## config.mk

```make
export PLATFORM = sky130hd
export DESIGN_NAME = clk_div_prog
export DESIGN_NICKNAME = d
export VERILOG_FILES = /design/src/rtl/clk_div_prog.sv
export SDC_FILE = /design/constraint.sdc
export NUM_CORES = 1
export LEC_CHECK = 0
export BUFFER_PORTS_ARGS = -buffer_cell sky130_fd_sc_hd__buf_2
export CAP_MARGIN = 20
export CORE_MARGIN = 4
export CORE_UTILIZATION = 30
export DETAILED_ROUTE_END_ITERATION = 12
export HOLD_SLACK_MARGIN = 0.06
export SLEW_MARGIN = 40
export SYNTH_ARGS = -nofsm -noshare
export SYNTH_HDL_FRONTEND = slang
export SYNTH_SLANG_ARGS = --single-unit
```

## constraint.sdc

```tcl
create_clock -name clk -period 8.1 [get_ports clk]
set_input_delay 1.62 -clock clk [delete_from_list [all_inputs] [get_ports clk]]
set_output_delay 1.62 -clock clk [all_outputs]
set_load 0.01 [all_outputs]
```

## src/rtl/clk_div_prog.sv

```systemverilog
// clk_div_prog: runtime-programmable integer clock divider (N >= 2).
// Produces a registered divided clock and a one-cycle period-start strobe,
// with count enable, synchronous restart and divisor reload at boundaries.
//
// Ports:
//   clk       in   system clock, rising edge
//   rst_n     in   asynchronous active-low reset
//   en        in   count enable; low freezes the divider
//   restart   in   synchronous restart of the current period
//   div_load  in   one-cycle request to load div_in
//   div_in    in   requested divisor N (WIDTH bits)
//   clk_out   out  divided clock, high ceil(N/2) / low floor(N/2) cycles
//   tick      out  one-cycle pulse on each period start
//   div_cur   out  divisor currently in effect
//   div_pend  out  a loaded divisor waits for the next boundary
//   div_err   out  one-cycle pulse; last div_load was rejected (N < 2)
module clk_div_prog #(
  parameter int unsigned WIDTH       = 16,
  parameter int unsigned DEFAULT_DIV = 100
) (
  input  logic             clk,
  input  logic             rst_n,
  input  logic             en,
  input  logic             restart,
  input  logic             div_load,
  input  logic [WIDTH-1:0] div_in,
  output logic             clk_out,
  output logic             tick,
  output logic [WIDTH-1:0] div_cur,
  output logic             div_pend,
  output logic             div_err
);

  // Extra bit keeps (cur_div + 1) and (cnt + 1) exact at N = 2^WIDTH-1.
  localparam int unsigned WX = WIDTH + 1;
  localparam logic [WIDTH-1:0] DIV_RST = WIDTH'(DEFAULT_DIV);

  logic [WIDTH-1:0] cnt_q,      cnt_d;
  logic [WIDTH-1:0] cur_div_q,  cur_div_d;
  logic [WIDTH-1:0] pend_div_q, pend_div_d;
  logic             div_pend_q, div_pend_d;
  logic             running_q,  running_d;
  logic             clk_out_q,  clk_out_d;
  logic             tick_q,     tick_d;
  logic             div_err_q,  div_err_d;

  logic [WX-1:0]    hi;
  logic [WX-1:0]    cnt_inc;
  logic             at_end;

  // State register
  always_ff @(posedge clk or negedge rst_n) begin
    if (!rst_n) begin
      cnt_q      <= '0;
      cur_div_q  <= DIV_RST;
      pend_div_q <= '0;
      div_pend_q <= 1'b0;
      running_q  <= 1'b0;
      clk_out_q  <= 1'b0;
      tick_q     <= 1'b0;
      div_err_q  <= 1'b0;
    end else begin
      cnt_q      <= cnt_d;
      cur_div_q  <= cur_div_d;
      pend_div_q <= pend_div_d;
      div_pend_q <= div_pend_d;
      running_q  <= running_d;
      clk_out_q  <= clk_out_d;
      tick_q     <= tick_d;
      div_err_q  <= div_err_d;
    end
  end

  // Next-state: restart > period start > count; divisor load handled last
  // so a load coinciding with a period start stays pending (set wins).
  always_comb begin
    cnt_d      = cnt_q;
    cur_div_d  = cur_div_q;
    pend_div_d = pend_div_q;
    div_pend_d = div_pend_q;
    running_d  = running_q;
    clk_out_d  = clk_out_q;
    tick_d     = 1'b0;
    div_err_d  = 1'b0;

    hi      = (WX'(cur_div_q) + WX'(1)) >> 1;
    cnt_inc = WX'(cnt_q) + WX'(1);
    at_end  = (cnt_q == (cur_div_q - WIDTH'(1)));

    if (restart) begin
      running_d = 1'b0;
      cnt_d     = '0;
      clk_out_d = 1'b0;
    end else if (en) begin
      if (!running_q || at_end) begin
        if (div_pend_q) begin
          cur_div_d  = pend_div_q;
          div_pend_d = 1'b0;
        end
        cnt_d     = '0;
        clk_out_d = 1'b1;
        tick_d    = 1'b1;
        running_d = 1'b1;
      end else begin
        cnt_d     = cnt_q + WIDTH'(1);
        clk_out_d = (cnt_inc < hi);
      end
    end

    if (div_load) begin
      if (div_in >= WIDTH'(2)) begin
        pend_div_d = div_in;
        div_pend_d = 1'b1;
      end else begin
        div_err_d  = 1'b1;
      end
    end
  end

  assign clk_out  = clk_out_q;
  assign tick     = tick_q;
  assign div_cur  = cur_div_q;
  assign div_pend = div_pend_q;
  assign div_err  = div_err_q;

endmodule

```

==> results.py, run 1 <==
metrics = {
    "synthesis": {
        "synth_area_sq_um": 3600,
        "synth-async-reset-ratio": 1.00,
        "yosys.area_share.xor_xnor": 0.122,
        "synthTopCellsByArea": "dfrtp_1 (35%), mux2_2 (7.2%), xnor2_1 (6.3%)",
        "synth_edf_count": 0,
        "yosysUniqueCellTypes": 56,
        "synthMuxAreaShare": 0.114,
        "postSynthAreaPerCell_sq_um": 10.3,
        "synth_simple_gate_area_frac": 0.169,
        "synth_top_area_cell": "dfrtp_1",
        "synth-main-ff-cell": "dfrtp_1",
        "synthCells": 350,
        "synth_top_family_by_area": "simple AND/OR/NAND/NOR gates",
        "ys_seq_area_frac": 0.369,
        "synth_compound_area_frac": 0.106,
        "synth_fa_ha_area_frac": 0.0625,
        "synth_most_common_cell": "dfrtp_1",
        "synth_warnings": 0,
        "synth_common_cells": "dfrtp_1 (50), xnor2_1 (26), xor2_1 (24)",
        "synth_seq_cells": 53,
        "synth_top_area_frac": 0.347,
        "syn_nets": 389,
    },
    "setup_path": {
        "crit_type": "flip-flop to flip-flop",
        "cp_slowest_cell": "a21oi_4",
        "endpoint_kind": "flip-flop",
        "arrival_ps": 3610,
        "critPathMaxStageDelay_ps": 640,
        "r2r-end": "div_cur[4]",
        "worstPathRequired_ps": 8280,
        "worstReg2RegStart": "div_cur[9]",
        "rrSetupSlack_ps": 4680,
        "path_cells": "nor3_1, nand3_1, a2111oi_1, o221ai_1, or3_1, a21oi_4, mux2_2",
        "rr_worst_depth": 7,
        "cp_max_fo": 16,
        "start_kind": "flip-flop",
    },
    "route": {
        "drt-total-wl_mm": 8.24,
        "ant_nets": 0,
        "drt-wirelength-per-cell_um": 15.9,
        "first_pass_iters": 5,
        "drt-vias-per-instance": 5.18,
        "vias": 2676,
        "initialDrtViolationCount": 165,
        "drt_drc_violations_left": 0,
    },
    "outcome": {
        "outcome": "complete, no violations",
    },
    "floorplan": {
        "die_area_sq_um": 13800,
        "dieWidth_um": 118,
        "rows": 39,
        "die_h_um": 118,
        "start_util": 0.311,
        "core_sq_um": 11600,
        "io_pins": 41,
    },
    "min_path": {
        "hold_start": "pend_div_q[10]",
        "min_delay_path_depth": 1,
        "hold_end": "div_cur[10]",
        "hold_path_class": "flip-flop to flip-flop",
    },
    "global_routing": {
        "grt_pass1_vias": 2824,
        "grtUsageMet1": 0.160,
        "grt_remaining_overflow": 0,
        "gr-usage-all-layers": 0.123,
        "grt_max_degree": 54,
        "grtUsageMet2": 0.210,
        "grtUsageMet3": 0.0231,
        "antenna_found_initial": 0,
        "grt-busiest-layer": "met2",
        "grt_pass1_wl_mm": 14.1,
    },
    "timing": {
        "finalHoldViolCount": 0,
        "tightest_slew_ps": 779,
        "fmax_ghz": 0.292,
        "setup_viol": 0,
        "rsz0062_at_grt": "false",
        "worst_slack_ps": 4680,
        "clock_skew_ps": 5.16,
        "slew_violations": 0,
        "fin_tns_setup_ps": 0,
        "layout_min_cycle_time_ps": 3420,
        "finalCritPeriodShare": 0.423,
        "maxSlewHeadroom": 0.480,
    },
    "final_layout": {
        "drive_gt1_frac": 0.257,
        "diodes": 0,
        "final_area_sq_um": 3950,
        "areaGrowthSynthToFinish_pct": 9.73,
        "nets": 412,
        "stdcell_count": 517,
    },
    "place": {
        "portBuffers": 40,
        "gp_congestion": 0.824,
        "dp_hpwl_mm": 6.25,
        "place_area_sq_um": 3810,
        "place_ws_ps": 4660,
        "placed_cells": 509,
    },
    "clock_tree": {
        "insertion_delay_ps": 300,
        "cts.htree.levels": 2,
        "cts_buffers": 5,
        "cts_buffer_depth": 2,
        "clkTransAtPathRegs_ps": 70,
        "holdBufCountCts": 0,
        "cts_setup_buffers": 0,
        "cts.repair.resized": 0,
        "cts_tree": "yes",
        "ctsRootBufferMaster": "clkbuf_16",
        "cts.sinks": 53,
    },
    "pwr": {
        "p_leak_uw": 0.00170,
        "totalPowerFinal_uw": 817,
        "ir_worst_vdd_v": 0.0000909,
        "power_density_nw_per_um2": 207,
    },
    "flow_run": {
        "max_cap_viol_count": 0,
    },
}
## per-layer routing
layer / up-vias / wire length [um]
li1: 1305 / -
met1: 1310 / 3890
met2: 51 / 3980
met3: 10 / 236
met4: 0 / 128
met5: - / 0
## through the flow
| step | hold slack (ps) | util |
|---|---|---|
| after floorplan | 475 | - |
| after global placement | 487 | 0.329 |
| after detailed placement | 494 | 0.329 |
| after CTS | 510 | 0.342 |
| after global routing | 529 | 0.342 |
| final | 505 | 0.342 |
## state kept, by name, indices dropped and copies added, names as in the netlist
register / count
cnt_q: 16
div_cur: 16
pend_div_q: 16
clk_out: 1
div_err: 1
div_pend: 1
running_q: 1
tick: 1
## layout by cell type, fill, tap and decap left out, drive strengths merged, types with 2 or more instances in the layout
cell	count
a2111oi	2
a211oi	2
a21o	5
a21oi	7
a22o	9
a311oi	3
a32oi	3
and3	6
and4	2
buf	41
clkbuf	6
clkinvlp	2
dfrtp	50
dfstp	3
ha	18
inv	7
mux2	33
nand2	23
nand2b	3
nand3	15
nand4	11
nor2	23
nor2b	2
nor3	11
nor4	7
o211ai	2
o21ai	4
o311ai	2
o31ai	3
or3	4
xnor2	26
xor2	24
## power breakdown
part / total [uW] / switching, uW / internal [uW]
Combinational: 235 / 115 / 121
Sequential: 368 / 69.1 / 299
Clock: 213 / 98.3 / 115
Total: 817 / 282 / 534
## worst max-delay path by stage
stage                     from            end
finish              div_cur[9]     div_cur[4]
global route        div_cur[9]     div_cur[1]
floorplan           div_in[12]  pend_div_q[0]
detailed placement  div_cur[9]     div_cur[3]
global placement            en     div_cur[1]
CTS                 div_cur[9]     div_cur[4]
## worst max-delay path: cells and delay by family (launching register included)
kind,cells,cell delay (ps)
DFF,1,520
and+or+nand+nor,3,1130
AOI/OAI and AO/OA,3,1250
muxes,1,410
## kinds of logic (layout without fill, tap and decap cells)
family	after synthesis	count (layout)
compound gates	49	49
flops	53	53
simple gates	115	115
buf+inv	32	56
mux	33	33
xor+xnor	50	50
fa+ha+maj	18	18
## final cells by class
| class | count | area, sq um |
|---|---|---|
| Inverter | 7 | 26.3 |
| Tap cell | 143 | 179 |
| Fill cell | 1180 | 7610 |
| Clock inverter | 2 | 15.0 |
| Multi-Input combinational cell | 265 | 2060 |
| Timing Repair Buffer | 41 | 208 |
| Sequential cell | 53 | 1330 |
| Clock buffer | 6 | 129 |
Power figures use the tool's default switching activity.
==> run 2, diff against run 1 <==
ABC_AREA = 1   (was unset)
clock period = 2.7 ns   (was 8.1 ns; I/O delays follow)
==> run 2 against run 1 <==
Clock power grew to 3.5 times the previous value. Register-to-register slack got worse by 4600 ps. Cell count grew 34%. Worst hold slack lost 300 ps. Critical path depth is 10 higher. First-iteration DRC count is 21% lower. Sequential share of layout area is 3.2 points lower. Flip-flop and latch count unchanged. Final area grew 11%.
==> results.py, run 2 <==
metrics = {
    "setup_path": {
        "crit_type": "flip-flop to flip-flop",
        "worstReg2RegStart": "div_cur[2]",
        "rrSetupSlack_ps": 60,
        "cp_max_fo": 3,
        "worstPathRequired_ps": 2930,
        "arrival_ps": 2880,
        "crit_path_start": "div_cur[2]",
        "start_kind": "flip-flop",
        "endpoint_kind": "flip-flop",
    },
    "synthesis": {
        "synth_fa_ha_area_frac": 0.0608,
        "synthCells": 477,
        "synth_compound_area_frac": 0.0493,
        "synth_top_family_by_area": "simple AND/OR/NAND/NOR gates",
        "synth_area_sq_um": 3700,
        "synth_warnings": 0,
        "ys_seq_area_frac": 0.359,
        "synthTopCellsByArea": "dfrtp_1 (34%), nand2_1 (13%), ha_1 (6.1%)",
        "synth_simple_gate_area_frac": 0.317,
        "synth_edf_count": 0,
        "yosysUniqueCellTypes": 38,
        "synth_seq_cells": 53,
        "synth_top_area_frac": 0.338,
        "synth_top_area_cell": "dfrtp_1",
        "synthMuxAreaShare": 0.0486,
        "synth-async-reset-ratio": 1.00,
        "syn_nets": 516,
        "yosys.area_share.xor_xnor": 0.0780,
        "postSynthAreaPerCell_sq_um": 7.77,
        "synth_common_cells": "nand2_1 (131), dfrtp_1 (50), inv_1 (50)",
        "synth_most_common_cell": "nand2_1",
        "synth-main-ff-cell": "dfrtp_1",
    },
    "place": {
        "placed_cells": 683,
        "portBuffers": 40,
        "gp_congestion": 0.873,
        "place_ws_ps": 45.2,
        "dp_hpwl_mm": 7.08,
    },
    "floorplan": {
        "start_util": 0.307,
        "die_h_um": 119,
        "core_sq_um": 12100,
        "io_pins": 41,
        "dieWidth_um": 119,
        "rows": 40,
        "die_area_sq_um": 14200,
    },
    "timing": {
        "clock_skew_ps": 6.47,
        "layout_min_cycle_time_ps": 2640,
        "tightest_slew_ps": 484,
        "setup_viol": 0,
        "fin_tns_setup_ps": 0,
        "worst_slack_ps": 55.1,
        "fmax_ghz": 0.378,
        "finalHoldViolCount": 0,
        "maxSlewHeadroom": 0.677,
        "slew_violations": 0,
        "rsz0062_at_grt": "true",
        "finalCritPeriodShare": 0.980,
    },
    "clock_tree": {
        "cts_tree": "yes",
        "insertion_delay_ps": 290,
        "cts_buffer_depth": 2,
        "cts_buffers": 5,
        "clkTransAtPathRegs_ps": 70,
        "cts.sinks": 53,
        "holdBufCountCts": 0,
        "cts.htree.levels": 2,
        "ctsRootBufferMaster": "clkbuf_16",
    },
    "outcome": {
        "outcome": "complete, no violations",
    },
    "min_path": {
        "hold_path_class": "primary input to async pin",
    },
    "route": {
        "first_pass_iters": 4,
        "ant_nets": 0,
        "drt-total-wl_mm": 8.81,
        "vias": 3218,
        "drt-vias-per-instance": 4.64,
        "drt_drc_violations_left": 0,
        "drt-wirelength-per-cell_um": 12.7,
        "initialDrtViolationCount": 131,
    },
    "global_routing": {
        "grt_pass1_wl_mm": 14.9,
        "gr-usage-all-layers": 0.126,
        "grt_pass1_vias": 3153,
        "grt_max_degree": 22,
        "antenna_found_initial": 0,
        "grt_remaining_overflow": 0,
    },
    "final_layout": {
        "stdcell_count": 694,
        "areaGrowthSynthToFinish_pct": 18.0,
        "diodes": 0,
        "fillerInstances": 1261,
        "multiInputGateArea_sq_um": 2110,
        "nets": 564,
        "drive_gt1_frac": 0.240,
        "layout_common_cells": "nand2_1 (130), inv_1 (50), dfrtp_1 (50), buf_2 (40), nor2_1 (31)",
        "utilization": 0.362,
        "seq_area_sq_um": 1330,
        "layout_commonest_cell": "nand2_1",
    },
    "pwr": {
        "p_leak_uw": 0.00216,
        "ir_worst_vdd_v": 0.000443,
        "power_density_nw_per_um2": 607,
    },
    "flow_run": {
        "max_cap_viol_count": 0,
    },
}
run 2: cell families (layout without fill, tap and decap cells):
kind of cell               Yosys count  in the layout
adders and majority gates           18             18
xor gates and xnor gates            33             33
buffers and inverters               75            124
and+or+nand+nor                    251            251
AOI/OAI and AO/OA                   31             31
DFF                                 53             53
muxes                               16             16
run 2: layer usage:
metal  up-vias  share of wire  track usage
li1       1650              -            -
met1      1490           0.47        0.169
met2        68           0.48        0.209
met3        10          0.035       0.0190
met4         0          0.019       0.0377
met5         -              0            0
run 2: path summary, 6_finish.rpt:
kind	to	cells past startpoint
min in group clk	running_q	2
setup reg to reg	clk_out	17
setup / recovery	clk_out	17
max in group asynchronous	pend_div_q[15]	2
hold reg to reg	clk_out	2
hold / removal	cnt_q[2]	1
run 2: area by class of cell:
type	instances	area share
multi-input combinational	349	0.482
sequential	53	0.304
timing repair buffer	58	0.0767
inverter	58	0.0498
tap	168	0.0481
clock buffer	5	0.0286
clock inverter	3	0.0109
run 2: repair_timing:
action / in CTS / in global routing
endpoints found under the setup margin: 0 / 1
buffers inserted: 0 / 3
gates resized for setup: 0 / 14
run 2: through the flow:
stage	power, uW	cell area, sq um	hold WS [ps]
after CTS	2660	4300	219
after floorplan	1630	3700	244
after global routing	2850	4370	239
after global placement	1880	4120	490
after detailed placement	1910	4120	494
final	2650	4370	206
run 2: critical path, cell delays in order (launching register included):
cell and delay (ps):
dfstp_2 560, nand3_2 110, nor3b_2 220, nand2_1 120
nor3_2 160, nand4_1 160, nor2_2 160, xnor2_1 90
ha_1 340, nand2_1 100, nor2_1 60, a211oi_2 170
nand2_1 80, nand2_1 60, nand2_1 50, nand2_1 50
nand2_1 50, nand3_1 60
run 2: report_power, final:
part	switching, uW	internal [uW]	total [uW]	leakage, uW
clock	301	445	746	0.0000848
sequential	134	890	1020	0.000665
combinational	528	356	883	0.00141
==> run 3, diff against run 2 <==
--- a/constraint.sdc
+++ b/constraint.sdc
@@ -3,2 +3,2 @@
 set_output_delay 0.54 -clock clk [all_outputs]
-set_load 0.01 [all_outputs]
+set_load 0.005 [all_outputs]
==> run 3 against run 2 <==
Utilization fell by 0.21 points. Die area did not move. Via count fell by 0.31%. Critical path depth did not move. Non-clock buffer count fell by 2. Fmax rose by 0.59%. Worst hold slack got worse by 7.0 ps. Final area fell by 0.57%. First-iteration DRC count fell by 31%. Critical endpoint unchanged.
==> results.py, run 3 (synthesis gave the netlist of run 2 again) <==
metrics = {
    "floorplan": {
        "io_pins": 41,
        "start_util": 0.307,
        "die_h_um": 119,
        "core_sq_um": 12100,
        "dieWidth_um": 119,
        "die_area_sq_um": 14200,
        "rows": 40,
    },
    "timing": {
        "worst_slack_ps": 70.7,
        "finalCritPeriodShare": 0.974,
        "fmax_ghz": 0.380,
        "clock_skew_ps": 8.70,
        "finalHoldViolCount": 0,
        "layout_min_cycle_time_ps": 2630,
        "maxSlewHeadroom": 0.675,
        "slew_violations": 0,
        "setup_viol": 0,
        "tightest_slew_ps": 487,
        "rsz0062_at_grt": "true",
    },
    "global_routing": {
        "grt_max_degree": 22,
        "grt_pass1_vias": 3172,
        "grt_remaining_overflow": 0,
        "gr-usage-all-layers": 0.127,
        "grt_pass1_wl_mm": 14.9,
        "antenna_found_initial": 0,
    },
    "clock_tree": {
        "cts.htree.levels": 2,
        "ctsRootBufferMaster": "clkbuf_16",
        "cts_tree": "yes",
        "cts.sinks": 53,
        "insertion_delay_ps": 290,
        "cts_buffers": 5,
        "clkTransAtPathRegs_ps": 80,
        "cts_buffer_depth": 2,
    },
    "pwr": {
        "power_density_nw_per_um2": 606,
        "p_leak_uw": 0.00215,
        "ir_worst_vdd_v": 0.000365,
        "totalPowerFinal_uw": 2630,
    },
    "min_path": {
        "hold_path_class": "primary input to async pin",
    },
    "outcome": {
        "outcome": "complete, no violations",
    },
    "setup_path": {
        "crit_family": "simple AND/OR/NAND/NOR gates",
        "worstPathRequired_ps": 2930,
        "crit_buf_inv": 0,
        "endpoint_kind": "flip-flop",
        "crit_type": "flip-flop to flip-flop",
        "cp_max_fo": 3,
        "cp_slowest_cell": "dfstp_2",
        "critPathMaxStageDelay_ps": 550,
        "crit_path_frequent_cell": "nand2_1",
        "rrSetupSlack_ps": 70,
        "path_cells": "nand3_2, nor3b_2, nand2_1, nor3_2, nand4_1, nor2_2, xnor2_1, ha_1, nand2_1, nor2_1, a211oi_1, nand2_1, nand2_1, nand2_1, nand2_1, nand2_1, nand3_1",
        "arrival_ps": 2860,
        "start_kind": "flip-flop",
    },
    "final_layout": {
        "layout_common_cells": "nand2_1 (131), inv_1 (50), dfrtp_1 (50), buf_2 (40), nor2_1 (34)",
        "layout_commonest_cell": "nand2_1",
        "drive_gt1_frac": 0.225,
        "nets": 562,
        "areaGrowthSynthToFinish_pct": 17.3,
        "diodes": 0,
        "fillerInstances": 1263,
        "utilization": 0.360,
    },
    "place": {
        "place_ws_ps": 98.9,
        "gp_congestion": 0.876,
        "dp_hpwl_mm": 7.07,
        "portBuffers": 40,
    },
    "route": {
        "drt-total-wl_mm": 8.78,
        "drt_drc_violations_left": 0,
        "initialDrtViolationCount": 91,
        "ant_nets": 0,
        "vias": 3208,
        "first_pass_iters": 4,
        "drt-vias-per-instance": 4.64,
        "drt-wirelength-per-cell_um": 12.7,
    },
    "flow_run": {
        "max_cap_viol_count": 0,
    },
}
==> run 3: changes by cell type in the layout (fill, tap and decap cells not counted), moves of 2 or more <==
cell,before,now
buf_4,18,16
nor2_1,31,34
nor2_2,13,10
inv_6,2,0
==> run 3: metal layers <==
layer	wire (um)	track usage	vias to the layer above
li1	-	-	1645
met1	3990	0.166	1483
met2	4130	0.214	66
met3	401	0.0166	14
met4	255	0.0449	0
met5	0	0	-
==> run 3: final timing paths <==
path / from / end / cells past startpoint
max: div_cur[2] / clk_out / 17
min: rst_n / cnt_q[2] / 1
max reg2reg: div_cur[2] / clk_out / 17
min reg2reg: clk_out / clk_out / 2
max in group asynchronous: rst_n / div_cur[7] / 2
min in group clk: restart / running_q / 2
==> run 3: metrics by stage <==
step	cells	hold slack (ps)	TNS, ps	cell area [sq um]
finish	692	199	0	4350
global route	692	233	-161	4350
CTS	691	214	0	4300
detailed placement	683	496	0	4120
global placement	683	491	0	4120
floorplan	477	244	0	3700
==> run 3: report_power, final <==
| group | total [uW] | internal [uW] | switching, uW |
|---|---|---|---|
| clock | 756 | 446 | 310 |
| combinational | 853 | 348 | 505 |
| sequential | 1020 | 890 | 135 |
| total | 2630 | 1680 | 950 |
==> run 3: layout make-up <==
class                      count  area (sq um)  area share
inverter                      58           218      0.0501
tap                          168           210      0.0484
timing repair buffer          56           320      0.0737
clock buffer                   5           125      0.0288
sequential                    53          1330       0.306
clock inverter                 3          50.0      0.0115
multi-input combinational    349          2090       0.482
==> run 3: repair_timing <==
| action | 4_1_cts | 5_1_grt |
|---|---|---|
| buffers inserted | 0 | 1 |
| setup endpoints to repair | 0 | 1 |
| hold buffers | 0 | 0 |
| gates resized for setup | 0 | 8 |
